`src/rtl/lsb_stego_seq.sv`:
```
// LSB steganography engine: embeds or extracts NLSB bits per sample, one sample per cycle.
// Optional mismatch counter output enabled by macro LSB_STEGO_DIFFCNT_EN.
`default_nettype none

module lsb_stego_seq #(
  parameter int FRAME_SIZE = 1,
  parameter int BPS        = 8,
  parameter int NLSB       = 1
) (
  input  logic                        in_clk,
  input  logic                        in_rst_n,
  input  logic                        in_enable,
  input  logic                        in_mode,
  input  logic [FRAME_SIZE*BPS-1:0]   in_frame,
  input  logic [FRAME_SIZE*NLSB-1:0]  in_message,
  output logic [FRAME_SIZE*BPS-1:0]   out_frame,
  output logic [FRAME_SIZE*NLSB-1:0]  out_message,
  output logic                        out_ready,
`ifdef LSB_STEGO_DIFFCNT_EN
  output logic [$clog2(FRAME_SIZE*NLSB+1)-1:0] out_diff_cnt,
`endif
  output logic                        out_busy
);

  localparam int IW = (FRAME_SIZE > 1) ? $clog2(FRAME_SIZE) : 1;
  localparam logic [IW-1:0] LAST = IW'(FRAME_SIZE - 1);

  if (NLSB < 1 || NLSB > BPS) begin : g_bad_nlsb
    $error("lsb_stego_seq: NLSB must be in 1..BPS");
  end
  if (FRAME_SIZE < 1 || FRAME_SIZE > 256) begin : g_bad_frame
    $error("lsb_stego_seq: FRAME_SIZE must be in 1..256");
  end

  typedef enum logic [1:0] {
    S_IDLE = 2'd0,
    S_PROC = 2'd1,
    S_DONE = 2'd2
  } state_t;

  state_t                       state_q, state_d;
  logic [IW-1:0]                idx_q, idx_d;
  logic                         mode_q, mode_d;
  logic [FRAME_SIZE*BPS-1:0]    work_q, work_d;
  logic [FRAME_SIZE*NLSB-1:0]   msg_q, msg_d;
  logic [FRAME_SIZE*BPS-1:0]    out_frame_q, out_frame_d;
  logic [FRAME_SIZE*NLSB-1:0]   out_msg_q, out_msg_d;
`ifdef LSB_STEGO_DIFFCNT_EN
  localparam int DW = $clog2(FRAME_SIZE*NLSB+1);
  logic [DW-1:0]                diff_q, diff_d;
  logic [DW-1:0]                out_diff_q, out_diff_d;
`endif

  always_ff @(posedge in_clk or negedge in_rst_n) begin
    if (!in_rst_n) begin
      state_q     <= S_IDLE;
      idx_q       <= '0;
      mode_q      <= 1'b0;
      work_q      <= '0;
      msg_q       <= '0;
      out_frame_q <= '0;
      out_msg_q   <= '0;
`ifdef LSB_STEGO_DIFFCNT_EN
      diff_q      <= '0;
      out_diff_q  <= '0;
`endif
    end else begin
      state_q     <= state_d;
      idx_q       <= idx_d;
      mode_q      <= mode_d;
      work_q      <= work_d;
      msg_q       <= msg_d;
      out_frame_q <= out_frame_d;
      out_msg_q   <= out_msg_d;
`ifdef LSB_STEGO_DIFFCNT_EN
      diff_q      <= diff_d;
      out_diff_q  <= out_diff_d;
`endif
    end
  end

  always_comb begin
    state_d     = state_q;
    idx_d       = idx_q;
    mode_d      = mode_q;
    work_d      = work_q;
    msg_d       = msg_q;
    out_frame_d = out_frame_q;
    out_msg_d   = out_msg_q;
`ifdef LSB_STEGO_DIFFCNT_EN
    diff_d      = diff_q;
    out_diff_d  = out_diff_q;
`endif
    unique case (state_q)
      S_IDLE, S_DONE: begin
        if (in_enable) begin
          state_d = S_PROC;
          idx_d   = '0;
          mode_d  = in_mode;
          work_d  = in_frame;
          msg_d   = in_message;
`ifdef LSB_STEGO_DIFFCNT_EN
          diff_d  = '0;
`endif
        end else begin
          state_d = S_IDLE;
        end
      end
      S_PROC: begin
        for (int i = 0; i < FRAME_SIZE; i++) begin
          if (idx_q == IW'(i)) begin
            if (mode_q) begin
              msg_d[i*NLSB +: NLSB] = work_q[i*BPS +: NLSB];
            end else begin
              work_d[i*BPS +: NLSB] = msg_q[i*NLSB +: NLSB];
`ifdef LSB_STEGO_DIFFCNT_EN
              for (int b = 0; b < NLSB; b++) begin
                diff_d = diff_d + DW'(work_q[i*BPS+b] ^ msg_q[i*NLSB+b]);
              end
`endif
            end
          end
        end
        // Last sample: publish the results including the sample processed this edge.
        if (idx_q == LAST) begin
          state_d     = S_DONE;
          idx_d       = '0;
          out_frame_d = work_d;
          out_msg_d   = msg_d;
`ifdef LSB_STEGO_DIFFCNT_EN
          out_diff_d  = mode_q ? '0 : diff_d;
`endif
        end else begin
          idx_d = idx_q + 1'b1;
        end
      end
      default: state_d = S_IDLE;
    endcase
  end

  assign out_frame   = out_frame_q;
  assign out_message = out_msg_q;
  assign out_ready   = (state_q == S_DONE);
  assign out_busy    = (state_q == S_PROC);
`ifdef LSB_STEGO_DIFFCNT_EN
  assign out_diff_cnt = out_diff_q;
`endif

endmodule

`default_nettype wire

```
`config.mk`:
```
export PLATFORM = sky130hd
export DESIGN_NAME = lsb_stego_seq
export DESIGN_NICKNAME = d
export VERILOG_FILES = /design/src/rtl/lsb_stego_seq.sv
export SDC_FILE = /design/constraint.sdc
export NUM_CORES = 1
export LEC_CHECK = 0
export ABC_AREA = 1
export CORE_AREA = 2 2 49 51
export CTS_CLUSTER_SIZE = 30
export DETAILED_ROUTE_END_ITERATION = 8
export DIE_AREA = 0 0 51 53
export PLACE_DENSITY = 0.67
export REMOVE_ABC_BUFFERS = 1
export SLEW_MARGIN = 30
export SYNTH_ARGS = -nofsm -noshare
export SYNTH_HDL_FRONTEND = slang
export SYNTH_SLANG_ARGS = --single-unit
```
`constraint.sdc`:
```
create_clock -name in_clk -period 1.06 [get_ports in_clk]
set_input_delay 0.106 -clock in_clk [delete_from_list [all_inputs] [get_ports in_clk]]
set_output_delay 0.106 -clock in_clk [all_outputs]
set_load 0.03 [all_outputs]
```
==> results.md, run 1 <==
* Status: complete, but fails checks
* Failing checks: negative setup slack
* Row count at 17
* Nets at 130
* Clk_lat worst skew at around 0.3 ns
* Sequential power share at between 40 and 50%
* Max clock buf depth at 2
* Total Routed Length at ~1600 um
* Top delay family on crit path: flip-flops
* Max cap viols at 0
* Tcrit/Tclk final at 105%
* Routed Antenna Nets at 0
* Core Box Area at approximately 0.0021 sq mm
* Pint at between 1.5 and 2 mW
* GRT Overall Usage at between 10% and 20%
* WS Path Type: reg -> out
* CTS HTree Levels at 1
* Cell count after placement at between 100 and 150
* Post-Syn Instances at 84
* Vias at 625
* DRC at 0
* CP Capture Type: output port
* Worst-path clk slew at roughly 0.11 ns
* Sw power at 672 uW
* FFs w/ async S/R, synth at 100%
* Die Y-Extent at about 53 um
* RSZ-0062 raised after global routing: true
* Leakage at roughly 0.59 nW
* Fin. Hold Viols at 0
* Global-route wire length before repair at 2590 um
* Crit path time final at 1.12 ns
* Slew Limit Fails at 0
* Fin Clk Skew at 0.00396 ns
* Setup-failing EPs final at 6
* Critical path data arrival time at about 1 ns
* Slew margin rel. at 83.7%
* Die Span X at a little over 50 um
* CTS tree: yes
* Top cells by count, synth: nand2_1 (27), dfrtp_1 (20), inv_1 (9)
* CTS Sinks at 20
* Buf/Inv on CP at 2
* Initial antenna violation count at 0
* Yosys top cell area share at slightly above 60%
* Worst Path Required at ~0.95 ns
* Hold Slack at about 0.14 ns
* Flops & latches, synth at 20
* Startpoint Class: flip-flop
* Synthesized area at a little over 800 sq um
* Layout cells sized above 1 at around 40%
* Number of diodes at 0
* Hpwl dp at around 1100 um
* Crit-path cells: inv_2, nor2_4, buf_6
* Total gr overflow at 0
* Switching share of power at ~31%
* Post-synth EDFFs at 0
* Synth warn at 0
* Number of global-route vias before repair at between 600 and 700
* Vias/cell at roughly 4.3
* Number of distinct library cells after synthesis at 16
* Avg WL per Cell at ~11 um
* Power share of the clock group at 27.9%
* Most numerous cell in the Yosys netlist: nand2_1
* Max VDD drop at a little over 0.9 mV
* Tightest Pin Transition at 0.245 ns
* Die Area at ~0.0027 sq mm
* Hold Crit Class: in -> async
* Drt first pass iters at 3
* Setup WS pre-CTS at -0.0246 ns
* Largest net degree at the start of global routing at 21
* Routability cong. at ~0.7
* CP max stage delay at 0.41 ns
* Port Buffers at 23
* Crit path max fanout at 3
* Max Fclk at about 900 MHz
* Initial drt markers at 1
* Slowest CP cell: dfrtp_1
* Num ports at 24
* Initial Util at around two fifths
* Synth Flop Type: dfrtp_1
* Largest area contributor in the netlist: dfrtp_1
* Cts bufs inserted at 3
* Area Growth Syn to Fin at 45.4%
* Gate power share at around 29%
* Synth top area cells: dfrtp_1 (60%), nand2_1 (12%), o21ai_2 (6.3%)
* Pwr/cell area at about 1800 mW/mm^2
* Fin cells at 144
* CTS root buffer: clkbuf_4
* Post-Syn Area per Cell at approximately 9.9 sq um
* Sequential share of the synthesized area at around 60%
* Fillers at 187
* Hold-fix buffers at CTS at 0
* Final worst slack at -0.0569 ns
-- per-stage QoR --
step	util [%]	area (sq um)	total power, mW	TNS [ns]
final	56.1	1210	2.20	-0.167
after detailed placement	49.7	1070	1.56	-0.0934
after global placement	49.7	1070	1.54	-0.00897
after global routing	56.1	1210	2.32	-1.07
after floorplan	-	800	1.30	0
after CTS	53.5	1150	2.19	-0.186
-- final timing paths --
kind | startpoint | endpoint | slack [ns] | cells past startpoint
max | state_q[0]$_DFF_PN0_ | out_busy | -0.06 | 3
max reg2reg | state_q[0]$_DFF_PN0_ | work_q[6]$_DFFE_PN0P_ | -0.03 | 6
min | in_rst_n | work_q[2]$_DFFE_PN0P_ | 0.14 | 2
max in group asynchronous | in_rst_n | out_frame[3]$_DFFE_PN0N_ | 0.72 | 2
min reg2reg | work_q[7]$_DFFE_PN0P_ | out_frame[7]$_DFFE_PN0N_ | 0.49 | 2
min in group in_clk | in_frame[5] | work_q[5]$_DFFE_PN0P_ | 0.35 | 3
-- logic make-up after synthesis --
group                  Yosys count  synth area share (%)
AOI/OAI and AO/OA               15                  11.8
buffers and inverters           14                  8.90
DFF                             20                  60.3
and+or+nand+nor                 35                  19.0
-- power by group through the flow --
stage / logic [mW] / clock network, mW / registers [mW]
finish: 0.635 / 0.613 / 0.951
global route: 0.687 / 0.663 / 0.969
CTS: 0.609 / 0.627 / 0.951
detailed placement: 0.591 / 0 / 0.966
global placement: 0.581 / 0 / 0.961
floorplan: 0.193 / 0 / 1.11
-- cell type report --
cell class | instances | area [sq um] | area share [%]
Sequential cell | 20 | 500 | 41.5
Timing Repair Buffer | 30 | 267 | 22.1
Clock buffer | 3 | 22.5 | 1.87
Multi-Input combinational cell | 50 | 289 | 24.0
Inverter | 11 | 53.8 | 4.46
Tap cell | 28 | 35.0 | 2.90
Clock inverter | 1 | 30.0 | 2.49
Timing Repair inverter | 1 | 8.76 | 0.726
-- cells in the final DEF (no fill, tap or decap), types with 2 or more instances in the layout --
cell	netlist	final
buf_4	1	15
clkbuf_4	0	3
o21ai_1	5	6
nor2_1	3	2
inv_2	1	2
inv_1	9	8
o21ai_2	6	7
nand2_1	27	21
dfrtp_1	20	20
clkdlybuf4s50_1	0	12
nand2_2	2	8
buf_6	2	3
-- flip-flops by register name, indices dropped and copies added, names as in the netlist --
name,flops
out_frame,8
work_q,8
state_q,2
mode_q,1
msg_q,1
-- what timing repair did --
item                                    CTS  global route
resized for setup                         3            16
buffers inserted                          3             0
endpoints found under the setup margin    2            20
pin swaps                                 2             3
cloned                                    0             1
-- routing by layer --
layer	vias up	share of wire, %	GRT usage, %
li1	323	-	-
met1	286	40	14.5
met2	14	55	22.7
met3	2	4.4	2.26
met4	0	1.3	10.8
met5	-	0	0
Power figures use the tool's default switching activity.
==> run 2: changes to the inputs <==
CTS_BUF_LIST = sky130_fd_sc_hd__clkbuf_8   (was unset)
==> results.md, run 2 (synthesis gave the netlist of run 1 again) <==
* Status: complete, but fails checks
* Failing checks: negative setup slack
* Die Span X at around 51 um
* Layout cells sized above 1 at a little under a third
* Fin. Hold Viols at 0
* WS Path Type: reg -> out
* Hold Slack at around 0.19 ns
* Final worst slack at -0.00215 ns
* Max clock buf depth at 2
* Startpoint Class: flip-flop
* Slew margin rel. at between 80% and 90%
* Largest net degree at the start of global routing at 21
* Design Area, Final at roughly 0.0012 sq mm
* Crit path max fanout at 3
* Slowest CP cell: dfrtp_1
* Max cap viols at 0
* Routability cong. at between 0.6 and 0.7
* Cell count after placement at approximately 140
* Initial drt markers at 0
* Tcrit/Tclk final at 100%
* Fin Clk Skew at between 0.002 and 0.0025 ns
* Pwr/cell area at 1950 mW/mm^2
* DRC at 0
* Total gr overflow at 0
* Leakage at around 0.59 nW
* Util after Layout at 55.2%
* Max VDD drop at between 0.9 and 1 mV
* Vias at approximately 600
* Fin cells at around 140
* Die Area at 0.00270 sq mm
* CP Capture Type: output port
* Worst-path clk slew at ~0.070 ns
* Fin Setup TNS at -0.00331 ns
* Routed Antenna Nets at 0
* Max Fclk at approximately 940 MHz
* Slew Limit Fails at 0
* Drt first pass iters at 1
* Number of diodes at 0
* Tightest Pin Transition at roughly 0.25 ns
* CTS HTree Levels at 1
* Hpwl dp at approximately 1100 um
* Final Power at roughly 2.3 mW
* CTS Sinks at 20
* Commonest non-fill, non-tap cells in the layout: nand2_1 (27), dfrtp_1 (20), buf_4 (15)
* Area Growth Syn to Fin at 43.0%
* Commonest non-fill, non-tap cell in the layout: nand2_1
* Number of global-route vias before repair at approximately 630
* Core Box Area at between 0.002 and 0.0025 sq mm
* Clk_lat worst skew at 0.26 ns
* Global-route wire length before repair at 2570 um
* CTS root buffer: clkbuf_8
* Setup-failing EPs final at 2
* GRT Overall Usage at 13.1%
* Cts bufs inserted at 3
* Port Buffers at 23
* Initial antenna violation count at 0
* Critical path data arrival time at about 0.96 ns
* Num ports at 24
* Vias/cell at between 4 and 5
* Total Routed Length at between 1500 and 2000 um
* Setup WS pre-CTS at -0.0246 ns
* CP max stage delay at around 0.4 ns
* CTS tree: yes
* Top delay family on crit path: flip-flops
* Fillers at 187
* Nets at about 130
* Row count at 17
* Worst Path Required at ~0.95 ns
* Crit-path cells: inv_2, nor2_4, buf_6
* Die Y-Extent at ~53 um
* Placed inst area at 0.00107 sq mm
* Buf/Inv on CP at 2
* Hold Crit Class: in -> async
* Hold-fix buffers at CTS at 0
* Avg WL per Cell at approximately 11 um
* Flop2flop setup slack at ~0.010 ns
* Initial Util at between 30 and 40%
* RSZ-0062 raised after global routing: true
* Crit path time final at about 1.1 ns
-- run 2: final timing paths --
kind	cells after the start	endpoint	startpoint
max in group asynchronous	2	out_frame[5]$_DFFE_PN0N_	in_rst_n
hold / removal	2	out_frame[0]$_DFFE_PN0N_	in_rst_n
setup reg to reg	6	work_q[6]$_DFFE_PN0P_	state_q[0]$_DFF_PN0_
setup / recovery	3	out_busy	state_q[0]$_DFF_PN0_
min in group in_clk	3	work_q[1]$_DFFE_PN0P_	in_frame[1]
hold reg to reg	2	out_frame[7]$_DFFE_PN0N_	work_q[7]$_DFFE_PN0P_
-- run 2: worst register-to-register path: cells and delay by family, from the launching register on --
kind                   cells  cell delay, ns
and+or+nand+nor            3            0.17
DFF                        1            0.41
buffers and inverters      3            0.36
-- run 2: cell type report --
cell class	count	area, sq um	share of cell area, %
multi-input cells	50	264	22.3
flip-flops and latches	20	500	42.2
clock buffers	3	41.3	3.48
inverters	11	48.8	4.11
clock inverters	1	30.0	2.53
repair buffers	30	267	22.5
well taps	28	35.0	2.95
-- run 2: power breakdown --
part	leakage, nW	internal [mW]	switching [mW]
sequential	0.247	0.887	0.0636
clock	0.0357	0.504	0.246
combinational	0.307	0.252	0.360
total	0.590	1.64	0.669
-- run 2: per-layer routing --
metal  GRT usage (%)  vias up  share of wire (%)
met5               0        -                  0
met4            7.66        0                1.4
met3            3.11        2                4.9
met2            22.7       16                 54
met1            14.7      280                 40
li1                -      316                  -
-- run 2: timing repair --
| action | 4_1_cts | 5_1_grt |
|---|---|---|
| buffers inserted | 3 | 0 |
| gates resized for setup | 2 | 7 |
| gates cloned | 0 | 0 |
| setup endpoints to repair | 2 | 20 |
| pin swaps | 2 | 2 |
